<file path="src/rtl/ls_functional_unit.sv">
// Non-pipelined load/store unit between the LS reservation station and memory.
// One LDUR/STUR in flight; result returned to the ROB over a done/ready handshake.
package ls_fu_pkg;
    typedef enum logic [3:0] {
        FU_OP_NOP  = 4'd0,
        FU_OP_ADD  = 4'd1,
        FU_OP_SUB  = 4'd2,
        FU_OP_LDUR = 4'd8,
        FU_OP_STUR = 4'd9
    } fu_op_t;
endpackage

module ls_functional_unit
    import ls_fu_pkg::*;
#(
    parameter int unsigned GPR_SIZE     = 64,
    parameter int unsigned ROB_IDX_SIZE = 4,
    parameter int unsigned MEM_TIMEOUT  = 64,
    parameter int unsigned TO_W         = 7
) (
    input  logic                    in_clk,
    input  logic                    in_rst,
    input  logic                    in_rs_start,
    input  fu_op_t                  in_rs_op,
    input  logic [GPR_SIZE-1:0]     in_rs_val_a,
    input  logic [GPR_SIZE-1:0]     in_rs_val_b,
    input  logic [ROB_IDX_SIZE-1:0] in_rs_dst_rob_index,
    input  logic                    in_rob_is_mispred,
    output logic                    out_rs_ready,
    output logic                    out_mem_req_valid,
    input  logic                    in_mem_req_ready,
    output logic                    out_mem_we,
    output logic [GPR_SIZE-1:0]     out_mem_addr,
    output logic [GPR_SIZE-1:0]     out_mem_wdata,
    input  logic                    in_mem_resp_valid,
    input  logic [GPR_SIZE-1:0]     in_mem_rdata,
    output logic                    out_rob_done,
    input  logic                    in_rob_ready,
    output logic [ROB_IDX_SIZE-1:0] out_rob_dst_rob_index,
    output logic [GPR_SIZE-1:0]     out_rob_value,
    output logic                    out_rob_fault
);

    typedef enum logic [2:0] {
        S_IDLE,
        S_REQ,
        S_WAIT_RESP,
        S_RESP,
        S_DRAIN
    } state_t;

    localparam logic [TO_W-1:0] TO_LAST = TO_W'(MEM_TIMEOUT - 1);

    state_t                  state_q, state_d;
    logic [TO_W-1:0]         cnt_q, cnt_d;
    logic                    discard_q, discard_d;
    fu_op_t                  op_q, op_d;
    logic [GPR_SIZE-1:0]     addr_q, addr_d;
    logic [GPR_SIZE-1:0]     wdata_q, wdata_d;
    logic [ROB_IDX_SIZE-1:0] tag_q, tag_d;
    logic [GPR_SIZE-1:0]     value_q, value_d;
    logic                    fault_q, fault_d;
    logic                    rs_ready_q, rs_ready_d;
    logic                    req_valid_q, req_valid_d;
    logic                    done_q, done_d;
    logic                    we_q, we_d;

    always_ff @(posedge in_clk or posedge in_rst) begin
        if (in_rst) begin
            state_q     <= S_IDLE;
            cnt_q       <= '0;
            discard_q   <= 1'b0;
            op_q        <= FU_OP_NOP;
            addr_q      <= '0;
            wdata_q     <= '0;
            tag_q       <= '0;
            value_q     <= '0;
            fault_q     <= 1'b0;
            rs_ready_q  <= 1'b1;
            req_valid_q <= 1'b0;
            done_q      <= 1'b0;
            we_q        <= 1'b0;
        end else begin
            state_q     <= state_d;
            cnt_q       <= cnt_d;
            discard_q   <= discard_d;
            op_q        <= op_d;
            addr_q      <= addr_d;
            wdata_q     <= wdata_d;
            tag_q       <= tag_d;
            value_q     <= value_d;
            fault_q     <= fault_d;
            rs_ready_q  <= rs_ready_d;
            req_valid_q <= req_valid_d;
            done_q      <= done_d;
            we_q        <= we_d;
        end
    end

    always_comb begin
        state_d   = state_q;
        cnt_d     = cnt_q;
        discard_d = discard_q;
        op_d      = op_q;
        addr_d    = addr_q;
        wdata_d   = wdata_q;
        tag_d     = tag_q;
        value_d   = value_q;
        fault_d   = fault_q;
        case (state_q)
            S_IDLE: begin
                if (!in_rob_is_mispred && in_rs_start && rs_ready_q) begin
                    op_d    = in_rs_op;
                    addr_d  = in_rs_val_a;
                    wdata_d = in_rs_val_b;
                    tag_d   = in_rs_dst_rob_index;
                    value_d = '0;
                    if ((in_rs_op != FU_OP_LDUR && in_rs_op != FU_OP_STUR) ||
                        in_rs_val_a[2:0] != 3'b000) begin
                        state_d = S_RESP;
                        fault_d = 1'b1;
                    end else begin
                        state_d = S_REQ;
                        fault_d = 1'b0;
                    end
                end
            end
            S_REQ: begin
                // A request memory already took must have its response swallowed.
                if (in_mem_req_ready) begin
                    state_d   = S_WAIT_RESP;
                    cnt_d     = '0;
                    discard_d = in_rob_is_mispred;
                end else if (in_rob_is_mispred) begin
                    state_d = S_IDLE;
                end
            end
            S_WAIT_RESP: begin
                if (in_mem_resp_valid) begin
                    if (discard_q || in_rob_is_mispred) begin
                        state_d   = S_IDLE;
                        discard_d = 1'b0;
                    end else begin
                        state_d = S_RESP;
                        value_d = (op_q == FU_OP_LDUR) ? in_mem_rdata : '0;
                        fault_d = 1'b0;
                    end
                end else if (cnt_q == TO_LAST) begin
                    if (discard_q || in_rob_is_mispred) begin
                        state_d   = S_IDLE;
                        discard_d = 1'b0;
                    end else begin
                        state_d = S_DRAIN;
                        value_d = '0;
                        fault_d = 1'b1;
                    end
                end else begin
                    cnt_d = cnt_q + 1'b1;
                    if (in_rob_is_mispred) begin
                        discard_d = 1'b1;
                    end
                end
            end
            S_RESP, S_DRAIN: begin
                if (in_rob_is_mispred || in_rob_ready) begin
                    state_d = S_IDLE;
                end
            end
            default: state_d = S_IDLE;
        endcase
    end

    always_comb begin
        rs_ready_d  = (state_d == S_IDLE);
        req_valid_d = (state_d == S_REQ);
        done_d      = (state_d == S_RESP) || (state_d == S_DRAIN);
        we_d        = (op_d == FU_OP_STUR);
    end

    assign out_rs_ready          = rs_ready_q;
    assign out_mem_req_valid     = req_valid_q;
    assign out_mem_we            = we_q;
    assign out_mem_addr          = addr_q;
    assign out_mem_wdata         = wdata_q;
    assign out_rob_done          = done_q;
    assign out_rob_dst_rob_index = tag_q;
    assign out_rob_value         = value_q;
    assign out_rob_fault         = fault_q;

endmodule
</file>
<file path="config.mk">
export PLATFORM = sky130hd
export DESIGN_NAME = ls_functional_unit
export DESIGN_NICKNAME = d
export VERILOG_FILES = /design/src/rtl/ls_functional_unit.sv
export SDC_FILE = /design/constraint.sdc
export NUM_CORES = 1
export LEC_CHECK = 0
export ABC_AREA = 1
export CELL_PAD_IN_SITES_DETAIL_PLACEMENT = 0
export CELL_PAD_IN_SITES_GLOBAL_PLACEMENT = 2
export CORE_ASPECT_RATIO = 1.1
export CORE_MARGIN = 2
export CORE_UTILIZATION = 23
export CTS_BUF_LIST = sky130_fd_sc_hd__clkbuf_4 sky130_fd_sc_hd__clkbuf_8
export DETAILED_ROUTE_END_ITERATION = 12
export GPL_ROUTABILITY_DRIVEN = 0
export PLACE_DENSITY_LB_ADDON = 0.15
export SETUP_SLACK_MARGIN = 0.2
export SYNTH_ARGS = -nofsm -noshare
export SYNTH_HDL_FRONTEND = slang
export SYNTH_SLANG_ARGS = --single-unit
</file>
<file path="constraint.sdc">
create_clock -name in_clk -period 7.15 [get_ports in_clk]
set_input_delay 1.0725 -clock in_clk [delete_from_list [all_inputs] [get_ports in_clk]]
set_output_delay 1.0725 -clock in_clk [all_outputs]
set_load 0.01 [all_outputs]
</file>
==> results of run 1 <==
==> cell families (layout without fill, tap and decap cells) <==
logic type                 after synthesis  count (layout)  synth area share
xor gates and xnor gates                 4               4           0.00405
other                                    0               4                 0
AOI/OAI and AO/OA                       80              80            0.0467
muxes                                  132             132             0.172
buffers and inverters                   60             508            0.0430
and+or+nand+nor                        226             226             0.108
adders and majority gates                1               1           0.00145
DFF                                    216             216             0.625
==> metrics by stage <==
stage	setup WS, ns	power, mW	hold WS, ns
after floorplan	3.27	2.77	0.479
after global placement	3.69	3.92	0.470
after detailed placement	3.66	3.93	0.478
after CTS	4.27	5.27	0.493
after global routing	4.03	5.47	0.511
final	4.27	5.15	0.488
==> cells in the final DEF, fill, tap and decap left out, drive strengths merged <==
cell type and n:
nor2 20, dfrtp 215, clkdlybuf4s50 407, nand4 4, nand3 9, clkinv 2, ha 1, nor3 4
nand2 187, mux2 132, dfstp 1, o21ai 75, clkinvlp 2, inv 23, or2 2, a21oi 5
diode 4, buf 5, xor2 4, clkbuf 69
==> power by group <==
part / leakage [nW] / switching (mW) / total, mW / internal (mW)
combinational: 2.58 / 0.833 / 2.00 / 1.16
sequential: 2.72 / 0.204 / 1.86 / 1.65
clock: 0.470 / 0.539 / 1.30 / 0.760
total: 5.77 / 1.58 / 5.15 / 3.58
==> per-layer routing <==
metal | part of all wire | wire [um]
met5 | 0 | 0
met4 | 0.037 | 1090
met3 | 0.070 | 2050
met2 | 0.51 | 15100
met1 | 0.38 | 11100
==> cell type report <==
class | instances | area (um^2)
Sequential cell | 216 | 5410
Tap cell | 494 | 618
Inverter | 24 | 93.8
Multi-Input combinational cell | 443 | 2880
Timing Repair Buffer | 412 | 4140
Clock buffer | 69 | 868
Fill cell | 3674 | 23100
Clock inverter | 3 | 17.5
Antenna cell | 4 | 10.0
==> state kept, by name (all words and copies together) (netlist names) <==
signal	flops
out_mem_we	1
out_rob_done	1
out_mem_addr	64
op_q	4
out_rs_ready	1
out_rob_fault	1
out_rob_dst_rob_index	4
out_mem_wdata	64
state_q	3
cnt_q	7
out_mem_req_valid	1
out_rob_value	64
discard_q	1
==> critical path, delay by kind of cell <==
family	cells	cell delay, ns
AND/OR/NAND/NOR	2	0.62
AO/OA/AOI/OAI	2	0.32
buffers and inverters	3	1.21
==> path summary, 6_finish.rpt <==
check | from | end | slack (ns) | cells after the start
setup reg to reg | cnt_q[0] | out_rob_value[22] | 4.49 | 8
setup / recovery | in_rob_is_mispred | out_rob_value[22] | 4.27 | 7
min in group asynchronous | in_rst | out_mem_wdata[35] | 1.05 | 2
hold / removal | out_rob_value[29] | out_rob_value[29] | 0.49 | 2
max in group asynchronous | in_rst | out_mem_addr[12] | 4.73 | 3
hold reg to reg | out_rob_value[29] | out_rob_value[29] | 0.49 | 2
==> flow_metrics.py, run 1 <==
metrics = {
    "die": {
        "die_h_um": 207,
        "die_w_um": 189,
        "io_pins": 408,
        "rows": 74,
        "die-area_um2": 39200,
        "start_util": 0.233,
        "core_area_um2": 37100,
    },
    "yosys": {
        "post-synth-top-count-cell": "dfrtp_1",
        "synth.area.top_cells": "dfrtp_1, mux2_2, nand2_1",
        "yosysSeqAreaShare": 0.625,
        "synth_flop_cell": "dfrtp_1",
        "synthCells": 719,
        "synth_edf_count": 0,
        "synth_cell_types": 29,
        "yosys-top-cells-count": "dfrtp_1, nand2_1, mux2_2",
        "synth_top_area_frac": 0.622,
        "synth-seq-cells": 216,
        "yosys_warnings": 0,
        "syn_area_um2": 8650,
        "synth_top_area_cell": "dfrtp_1",
        "ys_async_sr_fraction": 1.00,
        "syn_nets": 927,
        "synth_area_per_cell_um2": 12.0,
    },
    "timing": {
        "finalCriticalPeriod_ns": 2.88,
        "rsz0062_at_grt": "no",
        "fin_crit_sh": 0.403,
        "setup_viol": 0,
        "slew_violations": 0,
        "worst_slew_pin_slew_ns": 0.999,
        "hold_violations": 0,
        "slew_headroom": 0.334,
        "clock-skew-final_ns": 0.0131,
        "setup_tns_ns": 0,
        "max_clock_freq_ghz": 0.347,
    },
    "clock_network": {
        "insertion_delay_ns": 0.55,
        "cts_setup_buffers": 0,
        "root_buffer": "clkbuf_8",
        "cts_made_buffers": 41,
        "cts_tree": "built",
        "clk_pin_slew_worst_paths_ns": 0.06,
        "cts_max_path_buffers": 3,
        "hold_buffers": 0,
        "h-tree-depth": 2,
        "ctsResizeCount": 0,
        "clkSinkCount": 216,
    },
    "power_and_ir_drop": {
        "ir_drop_uv": 160,
        "leakage_nw": 5.77,
        "power_density_nw_per_um2": 367,
    },
    "finish": {
        "area_growth_syn_to_layout_pct": 62.2,
        "stdcell_count": 1665,
        "drive_above_1_share": 0.193,
        "final_util": 0.378,
        "fin_nets": 1346,
        "final_area_um2": 14000,
    },
    "placement": {
        "numPortBuffers": 407,
        "dpl_cell_area_um2": 13100,
        "dp.cells": 1589,
        "hpwl_um": 21100,
    },
    "setup_path": {
        "critical_path.cell_chain": "clkdlybuf4s50_1 > inv_1 > nand3_1 > o21ai_2 > nand2_4 > buf_4 > o21ai_0",
        "cp.required_ns": 7.55,
        "path_class": "in -> reg",
        "arrival_ns": 3.29,
        "endpoint_kind": "flop",
        "crit_path_top_delay_cell": "buf_4",
        "cp_max_fo": 72,
        "cp-start-kind": "input port",
        "slowest_delay_ns": 0.64,
    },
    "global_route": {
        "grt_pass1_wl_um": 44000,
        "grt_util_met3": 0.0413,
        "track_usage": 0.148,
        "grt-busiest-layer": "met2",
        "overflow": 0,
        "first_global_vias": 7007,
        "use_met2": 0.265,
        "grt_max_degree": 145,
        "antenna_found_initial": 5,
        "grt_use_met1": 0.160,
    },
    "outcome": {
        "status": "finished, final reports clean",
    },
    "min_path": {
        "hold_path_class": "reg -> reg",
    },
    "routing": {
        "drtPass1Iterations": 4,
        "drtIter0Drc": 262,
        "drcViolationCount": 0,
        "ant_nets": 0,
        "wl_per_cell_um": 17.6,
        "vias_per_cell": 4.04,
        "routed_wl_um": 29400,
        "vias": 6731,
    },
    "flow_run": {
        "maxCapViolations": 0,
    },
}
Power figures use the tool's default switching activity.
==> run 2, diff against run 1 <==
Settings changed: CORE_UTILIZATION 23 to 26.
Clock period 7.15 ns to 2.9 ns, I/O delays scaled along.
==> run 2 against run 1 <==
  * Global-route usage up 1.6 points
  * Sequential share of layout area down 0.22 points
  * Cell count down 3.1%
  * Hold slack worse by 0.30 ns
  * Die area down 11%
  * Utilization up 4.9 points
  * Critical path depth up 1
  * Final area up 0.56%
  * Critical path type is now reg -> reg
==> flow_metrics.py, run 2 (synthesized netlist as in run 1, its figures left out) <==
metrics = {
    "routing": {
        "ant_nets": 0,
        "wl_per_cell_um": 18.2,
        "wl_met3_um": 2530,
        "vias": 6735,
        "drcViolationCount": 0,
        "vias_per_cell": 4.18,
        "routed_wl_um": 29300,
        "drtIter0Drc": 214,
        "dr_wl_met2_um": 15400,
        "drtPass1Iterations": 4,
        "wl_met1_um": 10800,
        "routed.top_layer": "met4",
    },
    "timing": {
        "worst_slew_pin_slew_ns": 0.551,
        "clock-skew-final_ns": 0.0201,
        "hold_violations": 0,
        "finalCriticalPeriod_ns": 2.03,
        "slew_violations": 0,
        "fin_crit_sh": 0.701,
        "rsz0062_at_grt": "no",
        "max_clock_freq_ghz": 0.492,
        "slew_headroom": 0.632,
        "setup_viol": 0,
        "setup_tns_ns": 0,
    },
    "global_route": {
        "track_usage": 0.164,
        "antenna_found_initial": 2,
        "grt_pass1_wl_um": 42700,
        "grt_max_degree": 129,
        "overflow": 0,
        "first_global_vias": 6792,
    },
    "power_and_ir_drop": {
        "total_power_mw": 12.8,
        "ir_drop_uv": 318,
        "p_int_mw": 8.90,
        "p_sw_frac": 0.304,
        "clkPwrFrac": 0.250,
        "p_sw_mw": 3.89,
        "leakage_nw": 5.85,
        "power_density_nw_per_um2": 907,
        "p_seq_frac": 0.361,
        "power_frac_comb": 0.389,
    },
    "finish": {
        "area_growth_syn_to_layout_pct": 63.1,
        "fin_nets": 1355,
        "drive_above_1_share": 0.201,
        "layout_commonest_cell": "clkdlybuf4s50_1",
        "final_util": 0.427,
        "final_cell_mix": "clkdlybuf4s50_1, dfrtp_1, nand2_1, mux2_2, o21ai_1",
    },
    "clock_network": {
        "insertion_delay_ns": 0.55,
        "cts_max_path_buffers": 3,
        "ctsResizeCount": 0,
        "root_buffer": "clkbuf_8",
        "cts_tree": "built",
        "clkSinkCount": 216,
        "clk_pin_slew_worst_paths_ns": 0.06,
        "cts_setup_buffers": 0,
        "hold_buffers": 0,
        "cts_made_buffers": 42,
        "h-tree-depth": 2,
    },
    "placement": {
        "numPortBuffers": 407,
        "hpwl_um": 21700,
    },
    "setup_path": {
        "crit_path_top_delay_cell": "dfrtp_1",
        "slowest_delay_ns": 0.42,
        "cp-start-kind": "flop",
        "critical_path.cell_chain": "ha_1 > nand3_1 > inv_1 > nand2_1 > nand3_2 > nand2_4 > buf_12 > o21ai_0",
        "crit_buf_inv": 2,
        "arrival_ns": 2.44,
        "crit_family": "simple AND/OR/NAND/NOR gates",
        "cp.required_ns": 3.30,
        "endpoint_kind": "flop",
        "path_class": "reg -> reg",
        "cp_max_fo": 128,
    },
    "die": {
        "rows": 70,
        "die-area_um2": 34700,
        "die_w_um": 178,
        "start_util": 0.262,
        "die_h_um": 195,
        "io_pins": 408,
        "core_area_um2": 33000,
    },
    "flow_run": {
        "maxCapViolations": 0,
    },
    "min_path": {
        "hold_path_class": "in -> async",
    },
    "outcome": {
        "status": "finished, final reports clean",
    },
}
[run 2: changes by cell type in the layout (fill, tap and decap cells not counted), sizes merged]
cell / before / now
buf: 5 / 13
clkbuf: 69 / 74
diode: 4 / 2
clkinv: 2 / 1
[run 2: layer usage]
metal | GRT usage | up-vias
met2 | 0.299 | 244
li1 | - | 3252
met1 | 0.179 | 3198
met3 | 0.0520 | 41
met4 | 0.0513 | 0
met5 | 0 | -
[run 2: through the flow]
step,cells,area [um^2],hold WS (ns),setup WS [ns]
4_1_cts,1611,14100,0.157,0.816
3_5_place_dp,1535,13200,0.473,0.454
5_1_grt,1613,14100,0.173,0.583
2_1_floorplan,719,8650,0.479,-0.346
3_3_place_gp,1535,13200,0.469,0.500
6_report,1613,14100,0.189,0.866
[run 2: worst register-to-register path, cell delays in order, from the launching register on]
cell	delay [ns]
dfrtp_1	0.42
ha_1	0.26
nand3_1	0.15
inv_1	0.06
nand2_1	0.12
nand3_2	0.13
nand2_4	0.11
buf_12	0.37
o21ai_0	0.29
[run 2: power by group through the flow]
stage / clock [mW] / sequential, mW / combinational, mW
after floorplan: 0 / 5.11 / 1.73
after global placement: 0 / 4.67 / 5.03
after detailed placement: 0 / 4.69 / 5.07
after CTS: 3.34 / 4.64 / 5.08
after global routing: 3.49 / 4.76 / 5.30
final: 3.20 / 4.62 / 4.97
[run 2: final timing paths]
kind	start	end	slack, ns	depth (start not counted)
max	cnt_q[0]	out_rob_value[22]	0.87	8
min in group in_clk	in_mem_rdata[46]	out_rob_value[46]	0.44	3
max reg2reg	cnt_q[0]	out_rob_value[22]	0.87	8
min	in_rst	out_mem_addr[16]	0.19	2
min reg2reg	out_rob_value[22]	out_rob_value[22]	0.49	2
max in group asynchronous	in_rst	out_rs_ready	1.94	3
[run 2: cell type report]
class	count	area, um^2
fill	3257	18900
sequential	216	5410
timing repair buffer	420	4280
multi-input combinational	443	2880
clock buffer	74	887
tap	432	541
inverter	24	93.8
clock inverter	2	12.5
antenna	2	5.00
==> patch 1, RTL diff (flow settings as in run 1) <==
Make the reset (`in_rst`) synchronous in one clocked block.
--- a/src/rtl/ls_functional_unit.sv
+++ b/src/rtl/ls_functional_unit.sv
@@ -65,7 +65,7 @@
     logic                    done_q, done_d;
     logic                    we_q, we_d;
 
-    always_ff @(posedge in_clk or posedge in_rst) begin
+    always_ff @(posedge in_clk) begin
         if (in_rst) begin
             state_q     <= S_IDLE;
             cnt_q       <= '0;
Check against the original RTL: differs if in_rst is asserted again (counterexample within 4 cycles, from zero or initial values and one cycle with in_rst high); with in_rst held inactive, the same outputs for 4 cycles.
==> patch 1 against run 1 <==
Non-clock buffer count up 2. Synthesized area down 7.6%. Cell count up 13%. Routed wire length up 4.5%. Worst setup slack worse by 850 ps. Cell area down 6.1%. Sequential cell count unchanged. Register-to-register slack worse by 390 ps. Count of clock-buffer cells in the layout up 1. Clock skew up 12 ps. Highest routed layer is now met5.
Power is not compared: it rests on default switching activity, and its combinational part moved more than twofold at a synthesized area within 25%.
==> patch 1: results (changes against run 1) <==
* Peak supply drop at 0.107 mV
* Syn Nets at 1236 (+33%)
* Post-synthesis compound-gate area fraction at 0.179 (+0.132)
* Total number of vias at 8093 (+20%)
* R2R cell count at 10 (+2)
* DRT Pass-1 Iters at 4 (unchanged)
* Max stage delay on crit path at 560 ps (-80 ps)
* Inverters at 26 (+8.3%)
* Largest net degree at the start of global routing at 116 (-20%)
* Yosys warning total at 0 (unchanged)
* Clock network share of area at 0.0678 (+0.00468)
* Inserted Diodes at 2 (-2)
* Non-clock buffers at 414 (+0.49%)
* Primary FF master, synth: dfxtp_1
* Clock tree buffer depth at 3 (unchanged)
* Worst slack at placement at 2850 ps (-808 ps)
* Total CTS buffers at 42 (+2.4%)
* Multi-input gates at 714 (+61%)
* Net count reported at finish at 1622 (+21%)
* Post-CTS sizing at 0 (unchanged)
* Wire per inst at 16.3 um (-7.6%)
* Iter 0 DRT Violations at 354 (+35%)
* Clock slew at reported path FFs at ~50 ps
* Yosys cell types at 26 (-10%)
* H-tree levels at 2 (unchanged)
* Initial antenna violation count at 4 (-1)
* Leakage dissipation at 5.38 nW
* Count of input and output buffers at 407 (unchanged)
* Hold depth at 2 (unchanged)
* Worst setup skew after layout at 25.1 ps (+12.0 ps)
* Total track usage at 0.162 (+0.0143)
* Post-synth ARST share at 0 (-1.00)
* Fraction of area in multi-input gates at 0.240 (+0.0345)
* Xor/xnor share of the synthesized area at 0.00110 (-0.00295)
* Detailed placement HPWL at 20.3 mm (-4.0%)
* Status: finished clean
* Clk_lat worst skew at between 500 and 600 ps
* Synth Area in Adders at 0.00157 (+0.000119)
* Worst-margin pin slew at 989 ps (-10.5 ps)
* Top cells by count, synth: 355 x nor2_1, 216 x dfxtp_1, 159 x o21ai_0, 72 x a21oi_1, 50 x o21ai_1
* Root buf cell: clkbuf_8
* Register area at 4320 sq um (-20%)
* Seq cells at 216 (unchanged)
* Clock buffers at 70 (+1.4%)
* Worst Path Max Fanout at 65 (-9.7%)
* Fillers at 3533 (-3.8%)
* CP max-delay cell: buf_4
* Worst path top cell family by delay: buffers and inverters
* Area contributors post-synth: dfxtp_1 54%, nor2_1 17%, o21ai_0 10%, a21oi_1 4.5%, o21ai_1 3.1%
* First-pass GRT wire length at 46.3 mm (+5.3%)
* Mux contribution to synthesized area at 0 (-0.172)
* Type of the tightest min-delay check: reg2reg
* Area share of buffers outside the clock network at 0.314 (+0.0194)
* Worst Path Arrival at 4210 ps (+920 ps)
* Vias in the first global route at 7985 (+14%)
* Share of post-route cells with drive strength above 1 at 0.0672 (-0.126)
* Post-CTS Setup Bufs at 0 (unchanged)
* Sequential share of the synthesized area at 0.541 (-0.0839)
-- patch 1: path summary, 6_finish.rpt --
kind	start	to	slack, ps
setup / recovery	in_rob_is_mispred	out_rob_value[12]	3410
hold reg to reg	cnt_q[2]	cnt_q[2]	480
setup reg to reg	out_rs_ready	out_rob_value[12]	4100
hold / removal	cnt_q[2]	cnt_q[2]	480
-- patch 1: metal layers --
layer  up-vias  GRT usage  share of wire
met5         -          0        0.00098
met1      3616      0.192           0.41
met4         4     0.0644          0.029
met3        58     0.0693           0.10
met2       309      0.260           0.46
li1       4106          -              -
-- patch 1: power by group --
group	switching [mW]	internal, mW
Combinational	0.326	0.362
Clock	0.537	0.780
Sequential	0.0597	1.33
-- patch 1: per-stage QoR --
step                cell area [sq um]  instances  power (mW)  utilization  hold WS, ps
floorplan                        7990       1028        1.69            -          450
global placement                12300       1808        2.11        0.359          468
detailed placement              12300       1808        2.11        0.359          473
CTS                             13200       1881        3.46        0.385          482
global route                    13200       1883        3.58        0.385          520
finish                          13200       1883        3.39        0.385          480
==> patch 2, RTL diff (settings of run 1) <==
Made on the original files. `TO_W`: 7 -> 6.
--- a/src/rtl/ls_functional_unit.sv
+++ b/src/rtl/ls_functional_unit.sv
@@ -16,7 +16,7 @@
     parameter int unsigned GPR_SIZE     = 64,
     parameter int unsigned ROB_IDX_SIZE = 4,
     parameter int unsigned MEM_TIMEOUT  = 64,
-    parameter int unsigned TO_W         = 7
+    parameter int unsigned TO_W         = 6
 ) (
     input  logic                    in_clk,
     input  logic                    in_rst,
Function: same outputs for any inputs over 4 cycles, from zero or initial values and one cycle with in_rst high; that may be too few to reach the edited logic, so the function may still have changed.
==> patch 2 against run 1 <==
Clock skew up 16 ps. Critical path depth rose by 1. Synthesized area increased by 0.27%. Global-route usage grew 0.28 points. Worst setup slack worse by 440 ps. Total power fell by 0.26%. Cell area rose by 0.68%. Routed wire length up 1.7%. Sequential cell count decreased by 1. Combinational power shrank 5%. Non-clock buffer count up 3. Critical path type unchanged. Largest cell class unchanged. Highest routed layer is now met5.
==> patch 2: results (changes against run 1) <==
* Clock slew at reported path FFs at 60 ps (about the same)
* Syn Nets at 1188 (+28%)
* Max stage delay on crit path at 760 ps (+120 ps)
* Net count reported at finish at 1597 (+19%)
* Post-CTS Setup Bufs at 0 (unchanged)
* Mux contribution to synthesized area at 0 (-0.172)
* Total CTS buffers at 42 (+2.4%)
* Yosys warning total at 0 (unchanged)
* Worst Path Arrival at 3810 ps (+520 ps)
* Total Wirelength at 29.9 mm (+1.7%)
* Initial antenna violation count at 3 (-2)
* Grt met2 use at 0.231 (-0.0341)
* Vias in the first global route at 7991 (+14%)
* Xor/xnor share of the synthesized area at 0.00303 (-0.00102)
* Sequential share of the synthesized area at 0.620 (-0.00460)
* Area contributors post-synth: dfrtp_1 62%, nand2_1 25%, o21ai_2 3.2%, o21ai_1 2.0%, buf_2 1.6%
* Slew headroom at 0.280 (-0.0542)
* Worst setup skew after layout at 28.7 ps (+15.6 ps)
* Met1 usage at 0.185 (+0.0249)
* Hold depth at 2 (unchanged)
* M3 GR Usage at 0.0781 (+0.0369)
* Synth Area in Adders at 0.00144 (-0.00000396)
* Primary FF master, synth: dfrtp_1
* Post-synthesis compound-gate area fraction at 0.0610 (+0.0143)
* Yosys cell types at 27 (-6.9%)
* Clock group power at 1.38 mW (+6%)
* Top cells by count, synth: 573 x nand2_1, 214 x dfrtp_1, 34 x o21ai_1, 32 x o21ai_2, 28 x buf_2
* DRT Pass-1 Iters at 4 (unchanged)
* Total track usage at 0.151 (+0.00282)
* Switching Share at 0.332 (+0.0262)
* First-pass GRT wire length at 46.4 mm (+5.5%)
* Share of post-route cells with drive strength above 1 at 0.0866 (-0.106)
* CP Launch Point: in_rob_is_mispred
* Setup TNS at 0 ps (unchanged)
* Worst Path Max Fanout at 87 (+21%)
* Worst slack at placement at 3150 ps (-503 ps)
* Detailed placement HPWL at 20.3 mm (-4.1%)
* Peak supply drop at 0.170 mV (+6.1%)
* Worst path top cell family by delay: buffers and inverters
* Clk_lat worst skew at about 560 ps
* Type of the tightest min-delay check: reg2reg
* Status: finished clean
* R2R cell count at 8 (unchanged)
* R2r startpoint: state_q[0]
* Vias per inst at 4.05 (+0.12%)
* Min-delay src: out_mem_addr[35]
* Post-synth ARST share at 1.00 (unchanged)
* Clock tree buffer depth at 3 (unchanged)
* Largest net degree at the start of global routing at 96 (-34%)
* Leakage dissipation at 6.51 nW (+13%)
* Seq group at ~1.9 mW
* Count of input and output buffers at 407 (unchanged)
* Post-CTS sizing at 0 (unchanged)
* CP max-delay cell: buf_4
* H-tree levels at 2 (unchanged)
* Root buf cell: clkbuf_8
* Iter 0 DRT Violations at 348 (+33%)
==> patch 2: cell count changes in the layout (fill, tap and decap cells not counted), moves of 6 or more <==
cell	delta
nand2_1	+390
mux2_2	-132
o21ai_2	+30
o21ai_1	-26
inv_1	-6
o21ai_0	-6
==> patch 2: metal layers <==
metal	up-vias	part of all wire	routed length [um]
li1	3861	-	-
met1	3527	0.42	12400
met2	310	0.44	13000
met3	49	0.13	3830
met4	4	0.020	605
met5	-	0.00090	27
==> patch 2: metrics by stage <==
step                      power, mW  utilization  instance area, sq um  std cells
after global routing           5.52        0.380                 14100       1914
final                          5.14        0.380                 14100       1915
after detailed placement       3.81        0.355                 13200       1839
after CTS                      5.26        0.380                 14100       1914
after floorplan                2.68            -                  8680        980
after global placement         3.81        0.355                 13200       1839
==> patch 2: final cells by class <==
| class | count | area (sq um) |
|---|---|---|
| well taps | 494 | 618 |
| flip-flops and latches | 215 | 5380 |
| inverters | 19 | 77.6 |
| diodes | 1 | 2.50 |
| clock buffers | 70 | 882 |
| clock inverters | 5 | 75.1 |
| fillers | 3902 | 23000 |
| repair buffers | 415 | 4160 |
| multi-input cells | 696 | 2930 |
==> patch 2: cell families after synthesis <==
family | count (synthesis)
buffers and inverters | 69
xor gates and xnor gates | 3
and+or+nand+nor | 611
adders and majority gates | 1
AOI/OAI and AO/OA | 81
DFF | 215
==> patch 2: path summary, 6_finish.rpt <==
| kind | endpoint | slack, ps |
|---|---|---|
| max in group asynchronous | out_mem_wdata[35] | 4910 |
| worst max-delay path | out_mem_addr[15] | 3820 |
| worst max register to register | out_rob_value[10] | 4160 |
| worst min-delay path | out_mem_addr[35] | 470 |
| min in group asynchronous | out_mem_addr[53] | 1110 |
| worst min register to register | out_mem_addr[35] | 470 |
